### config.mk
export PLATFORM = sky130hd
export DESIGN_NAME = led_pwm_regs
export DESIGN_NICKNAME = d
export VERILOG_FILES = /design/src/rtl/led_pwm_pkg.sv /design/src/rtl/led_pwm_timebase.sv /design/src/rtl/led_pwm_regs.sv
export SDC_FILE = /design/constraint.sdc
export NUM_CORES = 1
export LEC_CHECK = 0
export CAP_MARGIN = 20
export CORE_MARGIN = 3
export CORE_UTILIZATION = 60
export CTS_BUF_LIST = sky130_fd_sc_hd__clkbuf_16
export DETAILED_ROUTE_END_ITERATION = 16
export GPL_ROUTABILITY_DRIVEN = 0
export PLACE_DENSITY = 0.82
export REMOVE_ABC_BUFFERS = 1
export SLEW_MARGIN = 20
export SYNTH_ARGS = -nofsm -noshare
export SYNTH_HDL_FRONTEND = slang
export SYNTH_SLANG_ARGS = --single-unit
### constraint.sdc
create_clock -name clk -period 11.8 [get_ports clk]
set_input_delay 1.77 -clock clk [delete_from_list [all_inputs] [get_ports clk]]
set_output_delay 1.77 -clock clk [all_outputs]
set_load 0.05 [all_outputs]
### src/rtl/led_pwm_pkg.sv
// Register map, CTRL layout and bus byte-merge helper for the led_pwm_regs peripheral.
package led_pwm_pkg;

  localparam int unsigned MASK_ADDR = 0;
  localparam int unsigned CTRL_ADDR = 1;
  localparam int unsigned DUTY_BASE = 2;

  localparam int unsigned CTRL_PWM_EN_BIT     = 0;
  localparam int unsigned CTRL_BLINK_EN_BIT   = 1;
  localparam int unsigned CTRL_BLINK_HALF_LSB = 8;

  localparam int unsigned BUS_W = 16;

  typedef struct packed {
    logic [7:0] blink_half;
    logic [5:0] rsvd;
    logic       blink_en;
    logic       pwm_en;
  } ctrl_t;

  // Replace the bytes of old_v selected by sel with the corresponding bytes of new_v.
  function automatic logic [BUS_W-1:0] byte_merge(input logic [BUS_W-1:0] old_v,
                                                  input logic [BUS_W-1:0] new_v,
                                                  input logic [1:0]       sel);
    logic [BUS_W-1:0] v;
    v = old_v;
    if (sel[0]) v[7:0]  = new_v[7:0];
    if (sel[1]) v[15:8] = new_v[15:8];
    return v;
  endfunction

endpackage

### src/rtl/led_pwm_timebase.sv
// Prescaler, PWM counter and period-boundary strobe; blink phase when LED_PWM_BLINK_EN is defined.
module led_pwm_timebase #(
  parameter int unsigned PWM_BITS = 8,
  parameter int unsigned PRESCALE = 16
) (
  input  logic                clk,
  input  logic                reset,
  input  logic                i_pwm_en,
`ifdef LED_PWM_BLINK_EN
  input  logic                i_blink_en,
  input  logic [7:0]          i_blink_half,
`endif
  output logic [PWM_BITS-1:0] o_pwm_cnt,
  output logic                o_boundary_c,
  output logic                o_blink_phase
);

  localparam int unsigned PRE_W = (PRESCALE > 1) ? $clog2(PRESCALE) : 1;

  logic [PRE_W-1:0]    r_pre_cnt;
  logic [PWM_BITS-1:0] r_pwm_cnt;
  logic                w_tick;

  assign w_tick       = (r_pre_cnt == PRE_W'(PRESCALE - 1));
  assign o_boundary_c = i_pwm_en & w_tick & (r_pwm_cnt == '1);
  assign o_pwm_cnt    = r_pwm_cnt;

  // Both counters are held at zero while PWM is disabled so a re-enable starts a fresh period.
  always_ff @(posedge clk or posedge reset) begin
    if (reset) begin
      r_pre_cnt <= '0;
      r_pwm_cnt <= '0;
    end else if (!i_pwm_en) begin
      r_pre_cnt <= '0;
      r_pwm_cnt <= '0;
    end else begin
      r_pre_cnt <= w_tick ? '0 : r_pre_cnt + PRE_W'(1);
      if (w_tick) r_pwm_cnt <= r_pwm_cnt + PWM_BITS'(1);
    end
  end

`ifdef LED_PWM_BLINK_EN
  logic [7:0] r_blink_cnt;
  logic       r_blink_phase;

  // Boundaries only occur with PWM enabled, so the count freezes while PWM is off.
  always_ff @(posedge clk or posedge reset) begin
    if (reset) begin
      r_blink_cnt   <= '0;
      r_blink_phase <= 1'b0;
    end else if (!i_blink_en) begin
      r_blink_cnt   <= '0;
      r_blink_phase <= 1'b0;
    end else if (o_boundary_c) begin
      if (r_blink_cnt == i_blink_half) begin
        r_blink_cnt   <= '0;
        r_blink_phase <= ~r_blink_phase;
      end else begin
        r_blink_cnt <= r_blink_cnt + 8'd1;
      end
    end
  end

  assign o_blink_phase = r_blink_phase;
`else
  assign o_blink_phase = 1'b0;
`endif

endmodule

### src/rtl/led_pwm_regs.sv
// Bus-mapped NUM_LEDS-channel LED controller with per-channel shadowed PWM duty.
// Optional blink gating is built when LED_PWM_BLINK_EN is defined.
module led_pwm_regs
  import led_pwm_pkg::*;
#(
  parameter  int unsigned NUM_LEDS = 8,
  parameter  int unsigned PWM_BITS = 8,
  parameter  int unsigned PRESCALE = 16,
  localparam int unsigned ADDR_W   = $clog2(NUM_LEDS + 2)
) (
  input  logic                clk,
  input  logic                reset,
  output logic [NUM_LEDS-1:0] leds_val,
  input  logic                cs,
  input  logic [ADDR_W-1:0]   data_m_addr,
  input  logic [15:0]         data_m_data_in,
  output logic [15:0]         data_m_data_out,
  input  logic                data_m_access,
  output logic                data_m_ack,
  input  logic                data_m_wr_en,
  input  logic [1:0]          data_m_bytesel
);

`ifdef LED_PWM_BLINK_EN
  localparam logic [15:0] CTRL_WMASK = (16'hFF << CTRL_BLINK_HALF_LSB)
                                     | (16'd1 << CTRL_BLINK_EN_BIT)
                                     | (16'd1 << CTRL_PWM_EN_BIT);
`else
  localparam logic [15:0] CTRL_WMASK = 16'd1 << CTRL_PWM_EN_BIT;
`endif

  logic [NUM_LEDS-1:0] r_mask;
  ctrl_t               r_ctrl;
  logic [PWM_BITS-1:0] r_pend   [NUM_LEDS];
  logic [PWM_BITS-1:0] r_shadow [NUM_LEDS];
  logic                r_ack;
  logic [15:0]         r_rd_data;

  logic                w_access;
  logic                w_wr;
  logic                w_sel_mask;
  logic                w_sel_ctrl;
  logic [NUM_LEDS-1:0] w_sel_duty;
  logic [15:0]         w_rd_data;
  logic [PWM_BITS-1:0] w_pwm_cnt;
  logic                w_boundary_c;
  logic                w_blink_phase;
  logic                w_shadow_load;
  logic [NUM_LEDS-1:0] w_on;
  logic [NUM_LEDS-1:0] w_leds_next;

  assign w_access   = cs & data_m_access;
  assign w_wr       = w_access & data_m_wr_en;
  assign w_sel_mask = (data_m_addr == ADDR_W'(MASK_ADDR));
  assign w_sel_ctrl = (data_m_addr == ADDR_W'(CTRL_ADDR));

  always_comb begin
    w_sel_duty = '0;
    for (int i = 0; i < NUM_LEDS; i++) begin
      w_sel_duty[i] = (data_m_addr == ADDR_W'(DUTY_BASE + i));
    end
  end

  // Readback mux; DUTY reads return the pending value, unmapped addresses read 0.
  always_comb begin
    w_rd_data = '0;
    if (w_sel_mask) w_rd_data = 16'(r_mask);
    if (w_sel_ctrl) w_rd_data = r_ctrl;
    for (int i = 0; i < NUM_LEDS; i++) begin
      if (w_sel_duty[i]) w_rd_data = 16'(r_pend[i]);
    end
  end

  always_ff @(posedge clk or posedge reset) begin
    if (reset) begin
      r_mask <= '0;
      r_ctrl <= '0;
      for (int i = 0; i < NUM_LEDS; i++) r_pend[i] <= '0;
    end else if (w_wr) begin
      if (w_sel_mask) r_mask <= NUM_LEDS'(byte_merge(16'(r_mask), data_m_data_in, data_m_bytesel));
      if (w_sel_ctrl) r_ctrl <= byte_merge(r_ctrl, data_m_data_in, data_m_bytesel) & CTRL_WMASK;
      for (int i = 0; i < NUM_LEDS; i++) begin
        if (w_sel_duty[i]) begin
          r_pend[i] <= PWM_BITS'(byte_merge(16'(r_pend[i]), data_m_data_in, data_m_bytesel));
        end
      end
    end
  end

  always_ff @(posedge clk or posedge reset) begin
    if (reset) begin
      r_ack     <= 1'b0;
      r_rd_data <= '0;
    end else begin
      r_ack     <= w_access;
      r_rd_data <= w_access ? w_rd_data : '0;
    end
  end

  assign data_m_ack      = r_ack;
  assign data_m_data_out = r_rd_data;

  led_pwm_timebase #(
    .PWM_BITS (PWM_BITS),
    .PRESCALE (PRESCALE)
  ) u_timebase (
    .clk           (clk),
    .reset         (reset),
    .i_pwm_en      (r_ctrl.pwm_en),
`ifdef LED_PWM_BLINK_EN
    .i_blink_en    (r_ctrl.blink_en),
    .i_blink_half  (r_ctrl.blink_half),
`endif
    .o_pwm_cnt     (w_pwm_cnt),
    .o_boundary_c  (w_boundary_c),
    .o_blink_phase (w_blink_phase)
  );

  // Shadows track pending freely while PWM is off, otherwise only at the period boundary.
  assign w_shadow_load = ~r_ctrl.pwm_en | w_boundary_c;

  always_ff @(posedge clk or posedge reset) begin
    if (reset) begin
      for (int i = 0; i < NUM_LEDS; i++) r_shadow[i] <= '0;
    end else if (w_shadow_load) begin
      for (int i = 0; i < NUM_LEDS; i++) r_shadow[i] <= r_pend[i];
    end
  end

  always_comb begin
    w_on = '1;
    for (int i = 0; i < NUM_LEDS; i++) begin
      if (r_ctrl.pwm_en) w_on[i] = (w_pwm_cnt < r_shadow[i]);
    end
    w_leds_next = r_mask & w_on & {NUM_LEDS{~w_blink_phase}};
  end

  always_ff @(posedge clk or posedge reset) begin
    if (reset) leds_val <= '0;
    else       leds_val <= w_leds_next;
  end

endmodule

==> metrics.txt <==
status finished, final reports clean; Final Hold Viols 0; DRT antenna net count 0; Total Routing Usage GR 25.3%; peak supply drop 116 uV; Fmax achieved 241 MHz; drt via density 6.07; CTS-repair resized insts 0; Worst R2R Start u_timebase.o_pwm_cnt[4]; Worst Hold Depth 1; crit path max fanout 22; row count 42; hold-fix buffers at CTS 0; Worst Hold Launch u_timebase.r_pre_cnt[0]; WS Path Type in -> reg; Worst Hold Class reg -> reg; CP required 12120 ps; Die Span X 125 um; multiplexer area fraction after synthesis 20.1%; cts bufs inserted 17; fill count 930; area of the multi-input gates 3900 um2; CTS sink count 166; Slew @ Worst Pin 1030 ps; setup violators final 0; XOR/XNOR Fraction of Synth Area 0.723%; Post-synth EDFFs 0; Die Y 125 um; final wirelength 18800 um; FF-to-FF path depth 5; CTS root buf clkbuf_16; critical path startpoint category input port; WL per Instance 20.6 um; Initial Util 62.8%; kind of end point of the critical path flop; Max-Slew Margin vs Limit 31.5%; Clk Latency, worst-skew pair 440 ps; Hold Path End u_timebase.r_pre_cnt[0]; max_cap viols 0; Max Buffers Root-to-Sink 2; drt first pass iters 4; Die Area 15600 um2; post-DP HPWL 12900 um; Async SR Flop Fraction 100%; H-tree depth 4; unrepaired setup endpoints after global routing false; post-synth top area cell dfrtp_1; Yosys cell types 54; setup bufs post-CTS 0; ys flop type dfrtp_1; r2r setup slk 9460 ps; CTS tree built; # port buffers 34; global route overflow 0; fin. max-slew vios 0; # DRC 0; Final Net Count 811; synth-to-layout area growth 12.2%; Fin Setup TNS 0 ps; Pleak 0.00449 uW; first-pass GRT wire length 30600 um; min Tclk post-route 4150 ps; Post-Route Utilization 70.5%; Synth Area in Compound Gates 7.78%; initial antenna violation count 0; Register Area 4150 um2; RR Endpoint r_shadow[34]; vias 5547; number of global-route vias before repair 5921; Yosys reg bits 166; layout cells sized above 1 25.6%; pwr dens 148 nW/um2; area share of the largest cell type after synthesis 49.0%; critical path arrival 4460 ps; Layout Skew 7.69 ps; largest family of logic cells by synthesized area multiplexers; largest cells by area after synthesis dfrtp_1 49%, mux2_2 18%, ha_1 8.6%, inv_1 3.0%, o21ai_0 1.8%; Synth Area per Inst 12.3 um2; core area 13500 um2; adder-cell share of the synthesized area 8.56%; Post-Syn Area 8480 um2; Worst-path clk slew 60 ps; final worst path period share 35.1%; synth warn 0; Ports 52; antenna cells 0; DR iter-0 viols 384; sequential fraction of the synthesis area 49.0%; largest net degree at the start of global routing 95; Syn Inst Count 692; simple-gate area share of the yosys netlist 8.44%
==> layer usage <==
| metal | GRT usage (%) | vias up | part of all wire [%] |
|---|---|---|---|
| met2 | 42.6 | 141 | 50 |
| met1 | 31.8 | 2839 | 42 |
| li1 | - | 2520 | - |
| met3 | 6.17 | 47 | 4.7 |
| met4 | 9.57 | 0 | 2.9 |
| met5 | 0 | - | 0 |
==> Yosys cell counts (7+ instances only) <==
cell type / number
o21a_1: 14
buf_2: 7
ha_1: 58
and2_1: 7
nand2_1: 36
clkbuf_1: 7
a21oi_1: 11
o211ai_1: 9
buf_4: 8
nand3_1: 10
dfrtp_1: 166
mux2i_1: 14
buf_6: 7
or4b_2: 9
a211oi_1: 14
inv_1: 67
mux2_2: 132
a22oi_1: 7
nand2b_1: 11
o22ai_1: 7
o21ai_0: 30
==> registers in the layout (all words and copies together), names as in the netlist <==
register	flops
r_pend	64
u_timebase.r_pre_cnt	4
data_m_ack	1
data_m_data_out	8
r_ctrl	1
r_mask	8
r_shadow	64
u_timebase.o_pwm_cnt	8
leds_val	8
==> critical path, cell delays in order <==
cell and delay, ps:
clkdlybuf4s50_1 860, or4bb_1 750, nor2_1 630, a22oi_1 240, o21ai_0 210
==> where the power goes <==
| group | leakage [uW] | internal, uW | switching, uW |
|---|---|---|---|
| clock network | 0.000307 | 368 | 212 |
| registers | 0.00226 | 616 | 32.8 |
| logic | 0.00192 | 76.8 | 97.9 |
| total | 0.00449 | 1060 | 343 |
==> per-stage QoR <==
step	area, um2	std cells	setup WS [ps]	total power [uW]	hold WS (ps)
after floorplan	8300	669	5540	770	453
after global placement	8900	883	7400	821	467
after detailed placement	8900	883	7360	831	484
after CTS	9520	914	7690	1410	498
after global routing	9520	914	7620	1460	512
final	9520	914	7650	1400	493
==> cell type report <==
type                            instances  share of cell area (%)
Sequential cell                       166                    43.6
Multi-Input combinational cell        436                    41.0
Clock buffer                           17                    4.47
Timing Repair Buffer                   38                    3.84
Inverter                               67                    2.70
Tap cell                              176                    2.31
Clock inverter                         14                    2.01
==> cells by family after synthesis <==
logic type               Yosys count
multiplexers                     152
buffers and inverters             97
XOR/XNOR                           7
other                              1
AND/OR/NAND/NOR                  111
flip-flops                       166
adder cells (fa/ha/maj)           58
AO/OA/AOI/OAI                    100
==> layout by cell type (no fill, tap or decap), types with 3 or more instances in the layout <==
cell type        count
dfrtp_1            166
mux2_2             132
inv_1               68
ha_1                58
nand2_1             36
clkdlybuf4s50_1     33
o21ai_0             30
clkbuf_16           17
o21a_1              14
a211oi_1            14
mux2i_1             14
nand2b_1            11
a21oi_1             11
nand3_1             10
or4b_2               9
o211ai_1             9
conb_1               8
and2_1               7
o22ai_1              7
a22oi_1              7
xnor2_1              5
mux2_1               5
bufinv_16            5
nor3_1               4
buf_4                4
or3_1                3
nor2_1               3
or3b_2               3
clkinv_2             3
clkinv_1             3
==> worst max-delay path by stage <==
stage | slack, ps | cells past startpoint | startpoint | to
final | 7650 | 5 | data_m_addr[1] | data_m_data_out[2]
after global placement | 7400 | 5 | data_m_addr[1] | data_m_data_out[6]
after detailed placement | 7360 | 4 | data_m_addr[1] | r_pend[3]
after global routing | 7620 | 5 | data_m_addr[1] | data_m_data_out[2]
after CTS | 7690 | 5 | data_m_addr[1] | data_m_data_out[2]
after floorplan | 5540 | 1 | reset | data_m_ack
(Power assumes the default switching activity.)
